### config.mk
export PLATFORM = sky130hd
export DESIGN_NAME = axi_pcie_axi_enhanced_rx_realigner
export DESIGN_NICKNAME = d
export VERILOG_FILES = /design/src/rtl/axi_pcie_axi_enhanced_rx_realigner.sv
export SDC_FILE = /design/constraint.sdc
export NUM_CORES = 1
export LEC_CHECK = 0
export BUFFER_PORTS_ARGS = -buffer_cell sky130_fd_sc_hd__clkbuf_2
export CORE_MARGIN = 3
export CORE_UTILIZATION = 50
export CTS_CLUSTER_SIZE = 25
export DETAILED_ROUTE_END_ITERATION = 12
export GPL_ROUTABILITY_DRIVEN = 0
export PLACE_DENSITY = 0.74
export RECOVER_POWER = 25
export SLEW_MARGIN = 15
export SYNTH_ARGS = -nofsm -noshare
export SYNTH_HDL_FRONTEND = slang
export SYNTH_SLANG_ARGS = --single-unit
### constraint.sdc
create_clock -name com_iclk -period 2.6 [get_ports com_iclk]
set_clock_uncertainty 0.05 [all_clocks]
set_input_delay 0.52 -clock com_iclk [delete_from_list [all_inputs] [get_ports com_iclk]]
set_output_delay 0.52 -clock com_iclk [all_outputs]
set_load 0.005 [all_outputs]
### src/rtl/axi_pcie_axi_enhanced_rx_realigner.sv
// TRN RX realigner: shifts TLPs that start on any 64-bit lane (including straddled TLPs) onto lane 0.
// Optional statistics counters are enabled with `define AXI_PCIE_RX_REALIGN_STATS_EN.
module axi_pcie_axi_enhanced_rx_realigner #(
    parameter int C_DATA_WIDTH = 128,
    parameter     C_FAMILY     = "X7",
    parameter int TCQ          = 1,
    localparam int QWS        = C_DATA_WIDTH / 64,
    localparam int OFS_WIDTH  = (QWS > 1) ? $clog2(QWS) : 1,
    localparam int REM_WIDTH  = $clog2(C_DATA_WIDTH / 32),
    localparam int RBAR_WIDTH = (C_FAMILY == "X7") ? 8 : 7
) (
    input  logic                    com_iclk,
    input  logic                    com_sysrst_n,
    input  logic [C_DATA_WIDTH-1:0] trn_rd,
    input  logic                    trn_rsof,
    input  logic [OFS_WIDTH-1:0]    trn_rsof_ofs,
    input  logic                    trn_reof,
    input  logic [REM_WIDTH-1:0]    trn_rrem,
    input  logic                    trn_rsrc_rdy,
    output logic                    trn_rdst_rdy_o,
    input  logic                    trn_rsrc_dsc,
    input  logic                    trn_rerrfwd,
    input  logic [RBAR_WIDTH-1:0]   trn_rbar_hit,
    input  logic                    trn_recrc_err,
    output logic [C_DATA_WIDTH-1:0] trn_rd_o,
    output logic                    trn_rsof_o,
    output logic                    trn_reof_o,
    output logic                    trn_rsrc_rdy_o,
    output logic                    trn_rsrc_dsc_o,
    input  logic                    trn_rdst_rdy,
    output logic [REM_WIDTH-1:0]    trn_rrem_o,
    output logic                    trn_rerrfwd_o,
    output logic                    trn_recrc_err_o,
    output logic [RBAR_WIDTH-1:0]   trn_rbar_hit_o
`ifdef AXI_PCIE_RX_REALIGN_STATS_EN
    ,
    output logic [31:0]             stat_tlp_cnt,
    output logic [31:0]             stat_straddle_cnt,
    output logic [31:0]             stat_flush_cnt
`endif
);

    if (!(C_DATA_WIDTH == 64 || C_DATA_WIDTH == 128 || C_DATA_WIDTH == 256) || TCQ < 0) begin : g_bad_param
        $error("axi_pcie_axi_enhanced_rx_realigner: C_DATA_WIDTH must be 64, 128 or 256");
    end

    typedef enum logic [1:0] {ST_IDLE, ST_PASS, ST_SHIFT, ST_FLUSH} state_t;

    function automatic logic [63:0] lane_of(input logic [C_DATA_WIDTH-1:0] d, input int i);
        return d[C_DATA_WIDTH-1-64*i -: 64];
    endfunction

    // Output lane i takes hi lane i+s, spilling into lo lanes; lanes past 'last' are zeroed.
    function automatic logic [C_DATA_WIDTH-1:0] realign(input logic [C_DATA_WIDTH-1:0] hi,
                                                        input logic [C_DATA_WIDTH-1:0] lo,
                                                        input int s, input int last);
        logic [C_DATA_WIDTH-1:0] r;
        r = '0;
        for (int i = 0; i < QWS; i++) begin
            if (i <= last) begin
                if (i + s < QWS) r[C_DATA_WIDTH-1-64*i -: 64] = lane_of(hi, i + s);
                else             r[C_DATA_WIDTH-1-64*i -: 64] = lane_of(lo, i + s - QWS);
            end
        end
        return r;
    endfunction

    function automatic logic [REM_WIDTH-1:0] rem_adj(input logic [REM_WIDTH-1:0] rem, input int s);
        return REM_WIDTH'(int'(rem) - 2 * s);
    endfunction

    state_t                  state_q, state_d;
    logic [C_DATA_WIDTH-1:0] hold_p0, hold_d;
    logic [OFS_WIDTH-1:0]    shift_p0, shift_d, shift_nxt_p0, shift_nxt_d;
    logic                    strad_p0, strad_d, sof_pend_p0, sof_pend_d;
    logic [REM_WIDTH-1:0]    rrem_p0, rrem_hold_d;
    logic                    ecrc_p0, ecrc_hold_d;
    logic [RBAR_WIDTH-1:0]   bar_cur_p0, bar_cur_d, bar_nxt_p0, bar_nxt_d;
    logic                    errfwd_cur_p0, errfwd_cur_d, errfwd_nxt_p0, errfwd_nxt_d;

    logic [C_DATA_WIDTH-1:0] rd_d;
    logic                    sof_d, eof_d, rdy_d, dsc_d, ecrc_d, errfwd_d;
    logic [REM_WIDTH-1:0]    rrem_d;
    logic [RBAR_WIDTH-1:0]   bar_d;

    logic                    acc, dsc_acc, flush_enter;
    logic [OFS_WIDTH-1:0]    s_in;
    int                      s_in_i, s_cur_i, last_in_i, last_hold_i;

    assign trn_rdst_rdy_o = com_sysrst_n && trn_rdst_rdy && (state_q != ST_FLUSH);
    assign acc            = trn_rsrc_rdy && trn_rdst_rdy_o;
    assign dsc_acc        = trn_rsrc_dsc && trn_rdst_rdy_o;

    // A 64-bit datapath has a single lane, so the start offset is always zero.
    assign s_in        = (QWS > 1) ? trn_rsof_ofs : '0;
    assign s_in_i      = int'(s_in);
    assign s_cur_i     = int'(shift_p0);
    assign last_in_i   = int'(trn_rrem) >> 1;
    assign last_hold_i = int'(rrem_p0) >> 1;

    always_comb begin
        state_d      = state_q;
        hold_d       = hold_p0;
        shift_d      = shift_p0;
        shift_nxt_d  = shift_nxt_p0;
        strad_d      = strad_p0;
        sof_pend_d   = sof_pend_p0;
        rrem_hold_d  = rrem_p0;
        ecrc_hold_d  = ecrc_p0;
        bar_cur_d    = bar_cur_p0;
        errfwd_cur_d = errfwd_cur_p0;
        bar_nxt_d    = bar_nxt_p0;
        errfwd_nxt_d = errfwd_nxt_p0;
        rd_d         = '0;
        sof_d        = 1'b0;
        eof_d        = 1'b0;
        rdy_d        = 1'b0;
        dsc_d        = 1'b0;
        ecrc_d       = 1'b0;
        rrem_d       = '0;
        bar_d        = trn_rbar_hit_o;
        errfwd_d     = trn_rerrfwd_o;
        flush_enter  = 1'b0;

        if (dsc_acc) begin
            dsc_d      = 1'b1;
            state_d    = ST_IDLE;
            hold_d     = '0;
            sof_pend_d = 1'b0;
            strad_d    = 1'b0;
        end else begin
            case (state_q)
                ST_IDLE: begin
                    if (acc && trn_rsof) begin
                        bar_cur_d    = trn_rbar_hit;
                        errfwd_cur_d = trn_rerrfwd;
                        if (s_in_i == 0) begin
                            rdy_d    = 1'b1;
                            sof_d    = 1'b1;
                            rd_d     = trn_rd;
                            eof_d    = trn_reof;
                            rrem_d   = trn_reof ? trn_rrem : '1;
                            ecrc_d   = trn_reof && trn_recrc_err;
                            bar_d    = trn_rbar_hit;
                            errfwd_d = trn_rerrfwd;
                            state_d  = trn_reof ? ST_IDLE : ST_PASS;
                        end else begin
                            hold_d     = trn_rd;
                            shift_d    = s_in;
                            sof_pend_d = 1'b1;
                            if (trn_reof) begin
                                rrem_hold_d = trn_rrem;
                                ecrc_hold_d = trn_recrc_err;
                                state_d     = ST_FLUSH;
                                flush_enter = 1'b1;
                            end else begin
                                state_d = ST_SHIFT;
                            end
                        end
                    end
                end
                ST_PASS: begin
                    if (acc) begin
                        rdy_d    = 1'b1;
                        rd_d     = trn_rd;
                        eof_d    = trn_reof;
                        rrem_d   = trn_reof ? trn_rrem : '1;
                        ecrc_d   = trn_reof && trn_recrc_err;
                        bar_d    = bar_cur_p0;
                        errfwd_d = errfwd_cur_p0;
                        if (trn_reof) begin
                            state_d = ST_IDLE;
                            if (trn_rsof && s_in_i > last_in_i) begin
                                hold_d       = trn_rd;
                                shift_d      = s_in;
                                sof_pend_d   = 1'b1;
                                bar_cur_d    = trn_rbar_hit;
                                errfwd_cur_d = trn_rerrfwd;
                                state_d      = ST_SHIFT;
                            end
                        end
                    end
                end
                ST_SHIFT: begin
                    if (acc) begin
                        rdy_d      = 1'b1;
                        sof_d      = sof_pend_p0;
                        sof_pend_d = 1'b0;
                        bar_d      = bar_cur_p0;
                        errfwd_d   = errfwd_cur_p0;
                        rd_d       = realign(hold_p0, trn_rd, s_cur_i, QWS - 1);
                        rrem_d     = '1;
                        hold_d     = trn_rd;
                        if (trn_reof) begin
                            if (last_in_i < s_cur_i) begin
                                eof_d   = 1'b1;
                                rrem_d  = rem_adj(trn_rrem, s_cur_i);
                                ecrc_d  = trn_recrc_err;
                                state_d = ST_IDLE;
                                if (trn_rsof && s_in_i > last_in_i) begin
                                    shift_d      = s_in;
                                    sof_pend_d   = 1'b1;
                                    bar_cur_d    = trn_rbar_hit;
                                    errfwd_cur_d = trn_rerrfwd;
                                    state_d      = ST_SHIFT;
                                end
                            end else begin
                                // Tail spills past this beat; the next TLP (if any) waits behind the flush.
                                rrem_hold_d = trn_rrem;
                                ecrc_hold_d = trn_recrc_err;
                                state_d     = ST_FLUSH;
                                flush_enter = 1'b1;
                                if (trn_rsof && s_in_i > last_in_i) begin
                                    strad_d      = 1'b1;
                                    shift_nxt_d  = s_in;
                                    bar_nxt_d    = trn_rbar_hit;
                                    errfwd_nxt_d = trn_rerrfwd;
                                end
                            end
                        end
                    end
                end
                ST_FLUSH: begin
                    if (trn_rdst_rdy) begin
                        rdy_d      = 1'b1;
                        eof_d      = 1'b1;
                        sof_d      = sof_pend_p0;
                        sof_pend_d = 1'b0;
                        rd_d       = realign(hold_p0, hold_p0, s_cur_i, last_hold_i - s_cur_i);
                        rrem_d     = rem_adj(rrem_p0, s_cur_i);
                        ecrc_d     = ecrc_p0;
                        bar_d      = bar_cur_p0;
                        errfwd_d   = errfwd_cur_p0;
                        strad_d    = 1'b0;
                        state_d    = ST_IDLE;
                        if (strad_p0) begin
                            shift_d      = shift_nxt_p0;
                            bar_cur_d    = bar_nxt_p0;
                            errfwd_cur_d = errfwd_nxt_p0;
                            sof_pend_d   = 1'b1;
                            state_d      = (shift_nxt_p0 == '0) ? ST_PASS : ST_SHIFT;
                        end
                    end
                end
                default: state_d = ST_IDLE;
            endcase
        end
    end

    // Stage p0 -> output register boundary
    always_ff @(posedge com_iclk) begin
        if (!com_sysrst_n) begin
            state_q         <= ST_IDLE;
            hold_p0         <= '0;
            shift_p0        <= '0;
            shift_nxt_p0    <= '0;
            strad_p0        <= 1'b0;
            sof_pend_p0     <= 1'b0;
            rrem_p0         <= '0;
            ecrc_p0         <= 1'b0;
            bar_cur_p0      <= '0;
            errfwd_cur_p0   <= 1'b0;
            bar_nxt_p0      <= '0;
            errfwd_nxt_p0   <= 1'b0;
            trn_rd_o        <= '0;
            trn_rsof_o      <= 1'b0;
            trn_reof_o      <= 1'b0;
            trn_rsrc_rdy_o  <= 1'b0;
            trn_rsrc_dsc_o  <= 1'b0;
            trn_rrem_o      <= '0;
            trn_rerrfwd_o   <= 1'b0;
            trn_recrc_err_o <= 1'b0;
            trn_rbar_hit_o  <= '0;
        end else begin
            state_q       <= state_d;
            hold_p0       <= hold_d;
            shift_p0      <= shift_d;
            shift_nxt_p0  <= shift_nxt_d;
            strad_p0      <= strad_d;
            sof_pend_p0   <= sof_pend_d;
            rrem_p0       <= rrem_hold_d;
            ecrc_p0       <= ecrc_hold_d;
            bar_cur_p0    <= bar_cur_d;
            errfwd_cur_p0 <= errfwd_cur_d;
            bar_nxt_p0    <= bar_nxt_d;
            errfwd_nxt_p0 <= errfwd_nxt_d;
            if (trn_rdst_rdy) begin
                trn_rd_o        <= rd_d;
                trn_rsof_o      <= sof_d;
                trn_reof_o      <= eof_d;
                trn_rsrc_rdy_o  <= rdy_d;
                trn_rsrc_dsc_o  <= dsc_d;
                trn_rrem_o      <= rrem_d;
                trn_rerrfwd_o   <= errfwd_d;
                trn_recrc_err_o <= ecrc_d;
                trn_rbar_hit_o  <= bar_d;
            end
        end
    end

`ifdef AXI_PCIE_RX_REALIGN_STATS_EN
    always_ff @(posedge com_iclk) begin
        if (!com_sysrst_n) begin
            stat_tlp_cnt      <= '0;
            stat_straddle_cnt <= '0;
            stat_flush_cnt    <= '0;
        end else begin
            if (trn_rdst_rdy && rdy_d && eof_d) stat_tlp_cnt <= stat_tlp_cnt + 32'd1;
            if (acc && trn_rsof && trn_reof)    stat_straddle_cnt <= stat_straddle_cnt + 32'd1;
            if (flush_enter)                    stat_flush_cnt <= stat_flush_cnt + 32'd1;
        end
    end
`endif

endmodule

; Yosys cells after proc, flatten, opt, wreduce, memory -nomap -nowiden
; Cells that the tools add are included.
[word_totals]
register_bits = 299
in_bits = 148
elab_cells = 225
[op_classes]
n_addsub = 10
n_lt_le_gt_ge = 6
eq_ne = 19
n_shift = 6
muxes = 137
n_bitwise = 3
n_reduce_logical = 23
[ops]
columns = cell, n
row1 = two-way mux 128 bit, 11
row2 = indexed part select 191 x 10 -> 64 bit, 4
row3 = case mux 128 bit (4 select lines), 1
row4 = two-way mux 64 bit, 6
row5 = case mux 128 bit (3 select lines), 1
row6 = indexed part select 191 x 32 -> 64 bit, 1
row7 = indexed part select 191 x 8 -> 64 bit, 1
row8 = two-way mux 8 bit, 12
row9 = two-way mux 1 bit, 66
row10 = two-way mux 2 bit, 25
row11 = logical NOT 32 bit, 1
row12 = < comparator 32 x 3 -> 1 bit (second input constant), 1
row13 = case mux 8 bit (4 select lines), 1
row14 = subtractor 8 x 32 -> 32 bit (first input constant), 1
row15 = != test 2 bit (second input constant), 15
row16 = case mux 8 bit (3 select lines), 1
row17 = case mux 1 bit (4 select lines), 5
row18 = subtractor 8 x 9 -> 10 bit (first input constant), 2
row19 = AND reduction 6 bit, 3
row20 = case mux 2 bit (4 select lines), 2
row21 = AND reduction 7 bit, 2
row22 = AND reduction 10 bit, 1
row23 = case mux 1 bit (3 select lines), 3
row24 = AND reduction 9 bit, 1
row25 = other kinds (24), 37

; Logic depth before layout (Yosys ltp)
[depth]
ltp_word = 8
mapped_depth = 12

; Worst setup path before layout
; Ideal clock, no wire load.
[synth_timing]
kind = flip-flop to flip-flop
startpoint = register shift_p0
endpoint = register trn_rd_o[12]
arrival_time_ns = 2.057
required_ns = 2.421
slack_ns = 0.364
stages_incl_launch_ff = 11
n_path_buf = 4
cell_sequence = dfxtp_1 > buf_2 > buf_4 > buf_2 > inv_1 > ha_1 > nand2_1 > clkbuf_1 > nor2_1 > a2111oi_0 > nor2_1
[synth_via]
elab_chain_len = 8
[synth_lines]
columns = element, line
row1 = from (decl), 74  ; logic [OFS_WIDTH-1:0] shift_p0, shift_d, shift_nxt_p0, shift_nxt_d;
row2 = from (signal assigned), 277  ; shift_p0 <= shift_d;
row3 = adder 1 x 1 -> 2 bit, "61, 62"
row4 = subtractor 2 x 2 -> 3 bit, 62  ; else r[C_DATA_WIDTH-1-64*i -: 64] = lane_of(lo, i + s - QWS);
row5 = subtractor 8 x 9 -> 10 bit, 50  ; return d[C_DATA_WIDTH-1-64*i -: 64];
row6 = indexed part select 191 x 10 -> 64 bit, 50
row7 = two-way mux 64 bit, 61  ; if (i + s < QWS) r[C_DATA_WIDTH-1-64*i -: 64] = lane_of(hi, i + s);
row8 = two-way mux 64 bit or two-way mux 128 bit (tied branches), "60, 185"
row9 = case mux 128 bit (4 select lines) *, 132  ; case (state_q)
row10 = two-way mux 128 bit *, 125  ; if (dsc_acc) begin
row11 = to (signal assigned), 288  ; trn_rd_o <= rd_d;
row12 = to (decl), 25  ; output logic [C_DATA_WIDTH-1:0] trn_rd_o,
; Every way passes the cells marked *; elsewhere a longest branch is shown, timed or not.
; A chain may end at the register's enable or synchronous reset.

; Worst setup path in the final report
[layout_timing]
startpoint = register state_q[0]
endpoint = register trn_rd_o[1]
[layout_via]
elab_chain_len = 7
[layout_lines]
columns = element, line
row1 = from (decl), 72  ; state_t state_q, state_d;
row2 = from (signal assigned), 275  ; state_q <= state_d;
row3 = != test 2 bit, 90  ; assign trn_rdst_rdy_o = com_sysrst_n && trn_rdst_rdy && (state_q != ST_FLUSH);
row4 = logical AND 1 bit, 90
row5 = logical AND 1 bit, 91  ; assign acc = trn_rsrc_rdy && trn_rdst_rdy_o;
row6 = logical AND 1 bit, 134  ; if (acc && trn_rsof) begin
row7 = two-way mux 128 bit, 134
row8 = case mux 128 bit (4 select lines), 132
row9 = two-way mux 128 bit *, 125
; Marks and branches as above.

==> reports/metrics.yaml <==
critical_path:
  crit_path_cell_trace: "inv_1, ha_2, and3b_1, o21a_2, buf_4, a2111oi_0, nor2_1"
  data_required_time_at_the_worst_endpoint_ns: 2.92
  cp.arrival_ns: 2.66
  launch_point_of_the_critical_path: "state_q[0]"
  kind_of_launch_point_of_the_worst_setup_path: "flip-flop"
  worst_path_largest_cell_delay_ns: 0.56
  cp_top_family: "compound AO/OA/AOI/OAI gates"
  critical_path.endpoint_type: "flip-flop"
  critical-path-slowest-cell: "a2111oi_0"
  critical_path_peak_fanout: 29
  critical_path_buf_inv_count: 2
  crit-reg2reg-launch: "state_q[0]"
  critical_path_class: "reg -> reg"
sta:
  fin_hold_ws_ns: 0.206
  fin_ws_ns: 0.259
  grt_setup_unrepaired: "no"
  fmax_mhz: 427
  fin_tns_setup_ns: 0
  hold_violations: 0
  finalCriticalPeriod_ns: 2.34
  tightest_slew_ns: 0.653
  finalSetupViolCount: 0
  final.period_utilization_pct: 90.1
  relSlewSlack_pct: 56.5
  timing.final.max_slew_violations: 0
clock_tree:
  clock_tree_from_tritoncts: "done"
  cts_inserted_buffers: 34
  ctsHoldBuffers: 0
  cts.sinks: 299
  clockBufferDepth: 3
  ctsResizeCount: 0
  latest_clock_arrival_within_the_worst_skew_pair_ns: 0.50
  htree_levels: 2
  cts-root-buf: "clkbuf_16"
  cts.reportedPaths.clkPinSlew_ns: 0.06
  post-cts-setup-buffers: 0
logic_synthesis:
  synth_top_flop_cell: "dfxtp_1"
  ys_warn_count: 0
  post_synth_arst_share_pct: 0
  synthDominantCellAreaShare_pct: 41.0
  synth_fp_nets: 1883
  synthDistinctLibCells: 54
  post_synth_inst_count: 1728
  synth.yosys.seq_area_share_pct: 41.0
  ys_ff_latch: 299
  synth-edff-count: 0
  synth_top_cells_by_area: "dfxtp_1 41%, mux2i_1 13%, nand2_1 8.1%"
  synth_largest_area_cell: "dfxtp_1"
  syn-mean-instance-area_um2: 8.44
  cell_area_after_synthesis_um2: 14600
final_layout:
  final_cell_mix: "312 x nand2_1, 298 x dfxtp_1, 227 x clkbuf_2, 183 x mux2i_1, 136 x o21ai_0"
  layout.cells.most_common: "nand2_1"
  layout-area-overhead-vs-synth_pct: 18.7
  final.fill_count: 2482
  finalNetCount: 2105
  multi_input_comb_area_um2: 7920
  seq_area_um2: 5990
  drive_gt1_share_pct: 19.8
  n_antenna_cell: 0
routing:
  avgViaCountPerCell: 5.89
  postRouteWirelength_mm: 44.2
  drc: 0
  vias: 13816
  wl_per_cell_um: 18.9
  drt_first_pass_iters: 5
  drtIter0Drc: 1124
  detail-route-antenna-nets: 0
global_routing:
  first_global_vias: 13291
  grt_antenna_before_repair: 1
  sum_of_overflow_across_all_layers_after_global_routing: 0
  gr-usage-all-layers_pct: 27.2
  grt_start_max_net_pins: 92
  global_route_wire_length_before_repair_mm: 69.6
job:
  drv.max_cap_violation_count: 0
hold_path:
  min_from: "trn_rd[6]"
  worst_hold_check_path_type: "in -> reg"
power:
  power.static_leakage_uw: 0.00607
  max-vdd-ir-drop_mv: 0.391
  pwr_density_cell_nw_per_um2: 600
floorplan:
  design.core.area_um2: 28200
  io_pins: 293
  num_rows: 61
  floorplan.die_area_um2: 31300
  die_width_um: 177
  die_y_um: 177
  start_util_pct: 51.7
status:
  outcome: "completed"
place:
  dp.final_hpwl_mm: 28.6
  place.port_buffers: 292
  worst_slack_at_placement_ns: 0.226
==> cells by family after synthesis <==
kind of cell / after synthesis / share of synthesized area [%]
AOI/OAI and AO/OA: 477 / 21.1
and+or+nand+nor: 566 / 17.0
muxes: 219 / 15.3
buffers and inverters: 160 / 4.93
DFF: 299 / 41.0
adders and majority gates: 7 / 0.600
==> layer usage <==
layer,GRT usage [%],part of all wire (%),up-vias
met5,0,0.029,-
met4,9.92,3.0,2
met3,5.53,8.5,102
met2,43.8,46,614
met1,36.3,43,6551
li1,-,-,6547
==> metrics by stage <==
step	utilization [%]	cell area, um2	total power (uW)	cells
finish	61.4	17300	10400	2345
global route	61.4	17300	10700	2345
CTS	61.6	17400	10500	2345
detailed placement	57.9	16300	5880	2292
global placement	57.9	16300	5860	2292
floorplan	-	14600	5460	1728
==> path summary, 6_finish.rpt <==
kind,end,slack (ns),cells after the start
max reg2reg,trn_rd_o[1],0.26,7
max,trn_rd_o[1],0.26,7
min,hold_p0[6],0.21,3
min reg2reg,trn_rrem_o[0],0.39,2
==> cell type report <==
class	instances	area share (%)
clock buffer	49	5.84
clock inverter	4	0.260
inverter	12	0.260
multi-input combinational	1269	45.7
sequential	299	34.6
tap	378	2.73
timing repair buffer	334	10.6
==> state kept, by name (all words and copies together), names as in the netlist, 2 cells and up <==
signal	cells
hold_p0	128
bar_cur_p0	8
bar_nxt_p0	8
trn_rd_o	128
trn_rbar_hit_o	8
rrem_p0	2
state_q	2
trn_rrem_o	2
==> worst register-to-register path: stages, from the launching register on <==
cell       delay (ns)
dfxtp_1          0.37
inv_1            0.09
ha_2             0.29
and3b_1          0.23
o21a_2           0.24
buf_4            0.26
a2111oi_0        0.58
nor2_1           0.11
==> cell usage after synthesis (35+ instances only) <==
| library cell | count |
|---|---|
| nand2_1 | 315 |
| dfxtp_1 | 299 |
| mux2i_1 | 183 |
| o21ai_0 | 136 |
| a21oi_1 | 134 |
| nor2_1 | 107 |
| clkbuf_1 | 72 |
| buf_2 | 53 |
| nor2b_1 | 51 |
| a22oi_1 | 49 |
| nor3_1 | 38 |
| mux2_2 | 36 |
| a2111oi_0 | 35 |
==> where the power goes <==
group          internal [uW]  switching (uW)  total [uW]
clock                   2780            1840        4610
combinational            385             665        1050
sequential              4670            69.0        4740
total                   7830            2570       10400
(Power assumes the default switching activity.)
